## src/rtl/mull_unit.sv

```systemverilog
// rtl/mull_unit.sv - iterative shift-add multiplier for MULL in the execute stage
//
// Captures operands when a MULL reaches E and stalls the pipeline until the
// 2*WIDTH-bit product is in Hi:Lo. Signed multiplies run on magnitudes and
// negate the result at the end.
//
// Optional build macro: MULL_RADIX4_EN (retire two multiplier bits per cycle).
//
// Ports:
//   Clock   in   rising-edge clock
//   nReset  in   asynchronous active-low reset
//   Start   in   MULL present in E (held while it stays there)
//   Signed  in   1 = signed, 0 = unsigned; sampled with Start
//   Flush   in   abort any in-flight multiply
//   A, B    in   operands, sampled on the accepting edge
//   nStall  out  0 = hold the pipeline (combinational)
//   Done    out  one-cycle pulse when Hi/Lo become valid
//   Hi, Lo  out  upper / lower halves of the product

module mull_unit #(
    parameter int WIDTH = 32
) (
    input  logic             Clock,
    input  logic             nReset,
    input  logic             Start,
    input  logic             Signed,
    input  logic             Flush,
    input  logic [WIDTH-1:0] A,
    input  logic [WIDTH-1:0] B,
    output logic             nStall,
    output logic             Done,
    output logic [WIDTH-1:0] Hi,
    output logic [WIDTH-1:0] Lo
);

    localparam logic [1:0] S_IDLE = 2'd0;
    localparam logic [1:0] S_BUSY = 2'd1;
    localparam logic [1:0] S_DONE = 2'd2;

`ifdef MULL_RADIX4_EN
    localparam int N_ITER = WIDTH / 2;
`else
    localparam int N_ITER = WIDTH;
`endif
    localparam int CW = $clog2(N_ITER + 1);
    localparam logic [CW-1:0]        C_LOAD = CW'(N_ITER);
    localparam logic [CW-1:0]        C_ONE  = CW'(1);
    localparam logic [WIDTH-1:0]     W_ONE  = WIDTH'(1);
    localparam logic [2*WIDTH-1:0]   P_ONE  = (2*WIDTH)'(1);

    logic [1:0]         r_state;
    logic [CW-1:0]      r_cnt;
    // Upper half accumulates partial products; lower half starts as the
    // multiplier and is shifted out one (or two) bits per iteration.
    logic [2*WIDTH-1:0] r_acc;
    logic [WIDTH-1:0]   r_mcand;
    logic               r_neg;
    logic [WIDTH-1:0]   r_hi;
    logic [WIDTH-1:0]   r_lo;

    logic               w_accept;
    logic               w_last;
    logic               w_neg;
    logic [WIDTH-1:0]   w_abs_a;
    logic [WIDTH-1:0]   w_abs_b;
    logic [2*WIDTH-1:0] w_acc_next;
    logic [2*WIDTH-1:0] w_prod;

    assign w_accept = (r_state == S_IDLE) && Start && !Flush;
    assign w_last   = (r_cnt == C_ONE);
    assign w_neg    = Signed & (A[WIDTH-1] ^ B[WIDTH-1]);

    // Unsigned WIDTH-bit magnitudes: the most negative value maps onto
    // 2^(WIDTH-1) without overflow.
    assign w_abs_a = (Signed && A[WIDTH-1]) ? (~A + W_ONE) : A;
    assign w_abs_b = (Signed && B[WIDTH-1]) ? (~B + W_ONE) : B;

`ifdef MULL_RADIX4_EN
    // 3x multiplicand is precomputed at accept so the iteration adder sees
    // only a 4-way select.
    logic [WIDTH+1:0] r_mcand3;
    logic [WIDTH+1:0] w_addend;
    logic [WIDTH+1:0] w_sum;

    always_comb begin
        w_addend = '0;
        case (r_acc[1:0])
            2'd0:    w_addend = '0;
            2'd1:    w_addend = {2'b00, r_mcand};
            2'd2:    w_addend = {1'b0, r_mcand, 1'b0};
            default: w_addend = r_mcand3;
        endcase
    end

    // hi < 2^W and addend < 3*2^W, so the sum fits in W+2 bits.
    assign w_sum      = {2'b00, r_acc[2*WIDTH-1:WIDTH]} + w_addend;
    assign w_acc_next = {w_sum, r_acc[WIDTH-1:2]};
`else
    logic [WIDTH:0] w_sum;

    assign w_sum      = {1'b0, r_acc[2*WIDTH-1:WIDTH]}
                      + (r_acc[0] ? {1'b0, r_mcand} : {(WIDTH+1){1'b0}});
    assign w_acc_next = {w_sum, r_acc[WIDTH-1:1]};
`endif

    assign w_prod = r_neg ? (~w_acc_next + P_ONE) : w_acc_next;

    always_ff @(posedge Clock or negedge nReset) begin
        if (!nReset) begin
            r_state  <= S_IDLE;
            r_cnt    <= '0;
            r_acc    <= '0;
            r_mcand  <= '0;
            r_neg    <= 1'b0;
            r_hi     <= '0;
            r_lo     <= '0;
`ifdef MULL_RADIX4_EN
            r_mcand3 <= '0;
`endif
        end else begin
            case (r_state)
                S_IDLE: begin
                    if (w_accept) begin
                        r_acc   <= {{WIDTH{1'b0}}, w_abs_b};
                        r_mcand <= w_abs_a;
                        r_neg   <= w_neg;
                        r_cnt   <= C_LOAD;
`ifdef MULL_RADIX4_EN
                        r_mcand3 <= {2'b00, w_abs_a} + {1'b0, w_abs_a, 1'b0};
`endif
                        r_state <= S_BUSY;
                    end
                end
                S_BUSY: begin
                    if (Flush) begin
                        r_state <= S_IDLE;
                    end else begin
                        r_acc <= w_acc_next;
                        r_cnt <= r_cnt - C_ONE;
                        if (w_last) begin
                            r_hi    <= w_prod[2*WIDTH-1:WIDTH];
                            r_lo    <= w_prod[WIDTH-1:0];
                            r_state <= S_DONE;
                        end
                    end
                end
                // Start is still high here for the instruction just
                // finished, so it must not be taken as a new MULL.
                S_DONE:  r_state <= S_IDLE;
                default: r_state <= S_IDLE;
            endcase
        end
    end

    // Gated by nReset so the pipeline is released while reset is held,
    // even with Start high.
    assign nStall = !nReset || !(w_accept || (r_state == S_BUSY));
    assign Done   = (r_state == S_DONE);
    assign Hi     = r_hi;
    assign Lo     = r_lo;

endmodule
```

## config.mk

```make
export PLATFORM = sky130hd
export DESIGN_NAME = mull_unit
export DESIGN_NICKNAME = d
export VERILOG_FILES = /design/src/rtl/mull_unit.sv
export SDC_FILE = /design/constraint.sdc
export NUM_CORES = 1
export LEC_CHECK = 0
export CORE_ASPECT_RATIO = 0.8
export CORE_MARGIN = 1
export CORE_UTILIZATION = 50
export DETAILED_ROUTE_END_ITERATION = 6
export PLACE_DENSITY = 0.73
export REMOVE_ABC_BUFFERS = 1
export SYNTH_ARGS = -nofsm -noshare
export SYNTH_HDL_FRONTEND = slang
export SYNTH_SLANG_ARGS = --single-unit
```

## constraint.sdc

```tcl
create_clock -name Clock -period 5.2 [get_ports Clock]
set_input_delay 1.3 -clock Clock [delete_from_list [all_inputs] [get_ports Clock]]
set_output_delay 1.3 -clock Clock [all_outputs]
set_load 0.05 [all_outputs]
```

* Word-level counts from Yosys, hierarchy flattened
Index checks and enable logic that the tools add are counted.
** Operators by class
- Bitwise operators :: 6
- Equality and inequality tests :: 6
- Order comparisons :: 0
- Divide/modulo/power cells :: 0
- Reduce and logical (&&, ||, !) cells :: 15
- Add/sub/neg operators :: 5
- Shifts and indexed selects :: 0
- Muxes and demuxes :: 14
- Multiply operators :: 0
** Operators by type and width (count)
- $mux W64 :: 3
- $pmux W64 S2 :: 1
- $mux W32 :: 3
- $add A32 B1 Y32 const B :: 2
- $add A64 B1 Y64 const B :: 1
- $not A32 Y32 :: 2
- $not A64 Y64 :: 1
- $add A32 B32 Y33 :: 1
- $mux W6 :: 2
- $pmux W6 S2 :: 1
- $eq A6 B1 Y1 const B :: 1
- $mux W2 :: 3
- $reduce_and A3 Y1 :: 2
- $sub A6 B1 Y6 const B :: 1
- $logic_and A1 B1 Y1 :: 4
- $ne A2 B2 Y1 const B :: 2
- $pmux W2 S2 :: 1
- $reduce_and A2 Y1 :: 2
- $logic_not A1 Y1 :: 3
- $ne A3 B3 Y1 const B :: 1
- $eq A2 B1 Y1 const B :: 1
- $eq A2 B2 Y1 const B :: 1
- $logic_not A2 Y1 :: 1
- $logic_or A1 B1 Y1 :: 2
- other kinds (4) :: 4
** Word-level totals
- Memories :: 0
- Word-level logic and storage cells :: 53
- Bits of input ports :: 69
- RAM bits :: 0
- Flip-flop bits (word level) :: 169
- Memory bits (read-only) :: 0
- Output and inout bits :: 66
- Latch bits :: 0

* Depth between registers and ports, before layout
- Depth in word-level cells :: 6
- Depth in mapped cells :: 16
- Gate-level depth less buffers :: 14

* Worst setup path after synthesis
No wires, ideal clock.
- Kind :: flip-flop to flip-flop
- From :: register r_acc[0]
- To :: register r_hi[29], in the netlist Hi[29]
- Buffers on the path :: 2
- Stages on the path, launching flop included :: 17
- Setup slack :: 617 ps
- Data arrival time :: 4460 ps
- Clock period less this slack :: 4583 ps
- Required time :: 5078 ps
- Library setup time :: 122 ps
- Path through :: dfrtp_1 > clkbuf_1 > and2_1 > ha_1 > fa_1 > a21o_1 > a21oi_1 > xnor2_1 > or3b_2 > or4_1 > or3_4 > or4_1 > buf_2 > or4_4 > o21ai_2 > xor2_1 > o21ai_1
** Between the ends
- Longest elaborated chain between the ends :: 5
** Ends and longest elaborated chain
- start: declaration :: line 55 : logic [2*WIDTH-1:0] r_acc;
- start signal: assignment :: line 124 : r_acc <= {{WIDTH{1'b0}}, w_abs_b};
- start signal: assignment :: line 138 : r_acc <= w_acc_next;
- $mux W32 (*) :: line 102 : + (r_acc[0] ? {1'b0, r_mcand} : {(WIDTH+1){1'b0}});
- $add A32 B32 Y33 (*) :: line 102
- $not A64 Y64 :: line 106 : assign w_prod = r_neg ? (~w_acc_next + P_ONE) : w_acc_next;
- $add A64 B1 Y64 :: line 106
- $mux W64 (*) :: line 106
- end signal: assignment :: line 141 : r_hi <= w_prod[2*WIDTH-1:WIDTH];
- end: declaration :: line 58 : logic [WIDTH-1:0] r_hi;
Every way passes the cells marked *; elsewhere a longest branch is shown, timed or not.
A chain may end at the register's enable or synchronous reset.

* Worst setup path after layout
- From :: register r_acc[0]
- To :: register r_hi[31], in the netlist Hi[31]
The elaborated chain is that of the path after synthesis.

==> reports/metrics.yaml <==
crit_type: "flop to flop"
ys_ff_latch: 169
peakVddDrop_mv: 0.270
drt_first_pass_iters: 5
hp-class: "flop to flop"
setup_viol: 0
io_buffers: 134
ys_types: 77
cp_max_fo: 27
grt-ovfl-total: 0
ctsResizeCount: 0
synth.top_cell.area_share: 0.380
clk_path_buf_depth: 2
dieWidth_um: 169
finalSetupTns_ns: 0
slew_violations: 0
hold_buffers: 0
cts_sinks: 169
vias: 9819
postLayoutCellArea_sq_um: 13200
initial_core_util: 0.513
avgSynthCellArea_sq_um: 8.43
synth_flop_cell: "dfrtp_1"
cts_tree: "done"
synth_area_sq_um: 11100
cts-buffers-inserted: 17
worst_slew_pin_slew_ns: 1.16
fin_crit_sh: 0.918
holdWs_ns: 0.477
antenna_found_initial: 0
hpwl_mm: 21.6
power_density_nw_per_um2: 470
crit_arrival_ns: 5.05
drt_iter0_drc: 868
diodes: 0
grt_pass1_vias: 8764
ys_seq_area_frac: 0.380
clock_skew_ns: 0.0172
cts_root_buf: "clkbuf_16"
viasPerCell: 5.68
yosysTopAreaCell: "dfrtp_1"
die_h_um: 135
area_delta_synth_final_pct: 19.1
drive_gt1_frac: 0.0608
post_cts_buffers: 0
drc: 0
ys_top_cells_by_area: "dfrtp_1, o21ai_0, xor2_1, nand2_1, ha_1"
grt_max_degree: 130
clkTransAtPathRegs_ns: 0.08
start_kind: "flop"
synth_edf_count: 0
synth_cells: 1319
gp_congestion: 0.939
min_period_ns: 4.77
slew_headroom: 0.228
ant_nets: 0
yosysWarnings: 0
clk_latency_ns: 0.44
p_leak_nw: 5.71
maxCapViolCount: 0
core_area_sq_um: 21700
io_pins: 135
cp.required_ns: 5.48
grt_usage: 0.261
rsz0062_at_grt: "false"
synth-async-reset-ratio: 1.00
nets: 1525
wl_mm: 29.3
fmax_mhz: 210
hold_viol: 0
wl_per_cell_um: 16.9
grt_pass1_wl_mm: 46.7
status: "finished clean"
place_area_sq_um: 12700
end_kind: "flop"
num_rows: 48
die-area_sq_um: 22900
h-tree-depth: 4
## cell usage after synthesis, types with 13 or more instances
| cell type | instances |
|---|---|
| a21o_1 | 19 |
| a21oi_1 | 92 |
| a22o_1 | 29 |
| and2_1 | 41 |
| clkbuf_1 | 60 |
| dfrtp_1 | 169 |
| ha_1 | 37 |
| inv_1 | 17 |
| nand2_1 | 201 |
| nand3_1 | 20 |
| nor2_1 | 85 |
| nor3_1 | 21 |
| nor4_1 | 14 |
| o21ai_0 | 183 |
| o31ai_1 | 22 |
| o41ai_1 | 13 |
| or3_1 | 16 |
| xnor2_1 | 48 |
| xor2_1 | 94 |
## layer usage
metal  part of all wire  routed length, um  vias to the layer above  global-route usage
met5                  0                  0                        -                   0
met4             0.0074                217                        0              0.0510
met3              0.072               2110                       15              0.0529
met2               0.40              11700                      332               0.353
met1               0.52              15300                     4588               0.422
li1                   -                  -                     4884                   -
## flip-flops by register name, summed over array words and instances (netlist names)
| signal | flops |
|---|---|
| Hi | 32 |
| Lo | 32 |
| r_acc | 64 |
| r_cnt | 6 |
| r_mcand | 32 |
| r_neg | 1 |
| r_state | 2 |
## power breakdown
part	total, mW	switching (mW)	internal [mW]
Combinational	2.87	1.83	1.04
Clock	1.30	0.579	0.717
Sequential	2.06	0.359	1.70
Total	6.22	2.77	3.45
## final timing paths
kind	start	to	slack (ns)	cells past startpoint
worst min register to register	Lo[20]	Lo[20]	0.48	2
worst max-delay path	r_acc[0]	Hi[31]	0.43	13
worst max register to register	r_acc[0]	Hi[31]	0.43	13
max in group asynchronous	nReset	r_acc[38]	3.21	2
min in group asynchronous	nReset	Lo[3]	0.79	1
worst min-delay path	Lo[20]	Lo[20]	0.48	2
## stage by stage
step           total power, mW  std cells   util  setup WS (ns)
3_3_place_gp              4.84       1699  0.584          0.598
2_1_floorplan             3.95       1249      -          0.396
4_1_cts                   6.20       1730  0.611          0.474
5_1_grt                   6.58       1730  0.611          0.140
6_report                  6.22       1730  0.611          0.428
3_5_place_dp              4.89       1699  0.584          0.482
## cell families (layout without fill, tap and decap cells)
group | Yosys count | in the layout | share of synthesized area
AND/OR/NAND/NOR | 463 | 463 | 0.201
AO/OA/AOI/OAI | 417 | 417 | 0.226
flip-flops | 169 | 169 | 0.380
XOR/XNOR | 142 | 142 | 0.112
buffers and inverters | 87 | 198 | 0.0355
adder cells (fa/ha/maj) | 38 | 38 | 0.0434
multiplexers | 3 | 3 | 0.00270
## cell usage in the layout, fill, tap and decap left out, drive strengths merged, types with 19 or more instances in the layout
cell,count
a21o,20
a21oi,92
a22o,29
and2,43
clkdlybuf4s50,132
dfrtp,169
ha,37
inv,23
nand2,202
nand3,20
nor2,85
nor3,23
o21ai,192
o31ai,22
or3,19
xnor2,48
xor2,94
## worst max-delay path: stages (launching register included)
cell and delay (ns):
dfrtp_1 0.42, buf_4 0.21, and2_1 0.16, ha_1 0.46, and4_1 0.32, o2111ai_1 0.23
a2111oi_2 0.53, o21ai_0 0.19, a221oi_2 0.42, or3b_4 0.47, or4_1 0.54, o41ai_1 0.42
xor2_1 0.17, o21ai_1 0.07
## layout make-up
type / instances / area [sq um]
sequential: 169 / 4230
inverter: 17 / 63.8
clock inverter: 14 / 161
tap: 300 / 375
clock buffer: 17 / 425
multi-input combinational: 1063 / 6530
fill: 1897 / 8440
timing repair buffer: 150 / 1460
No activity file was read; power rests on OpenSTA's default activity.
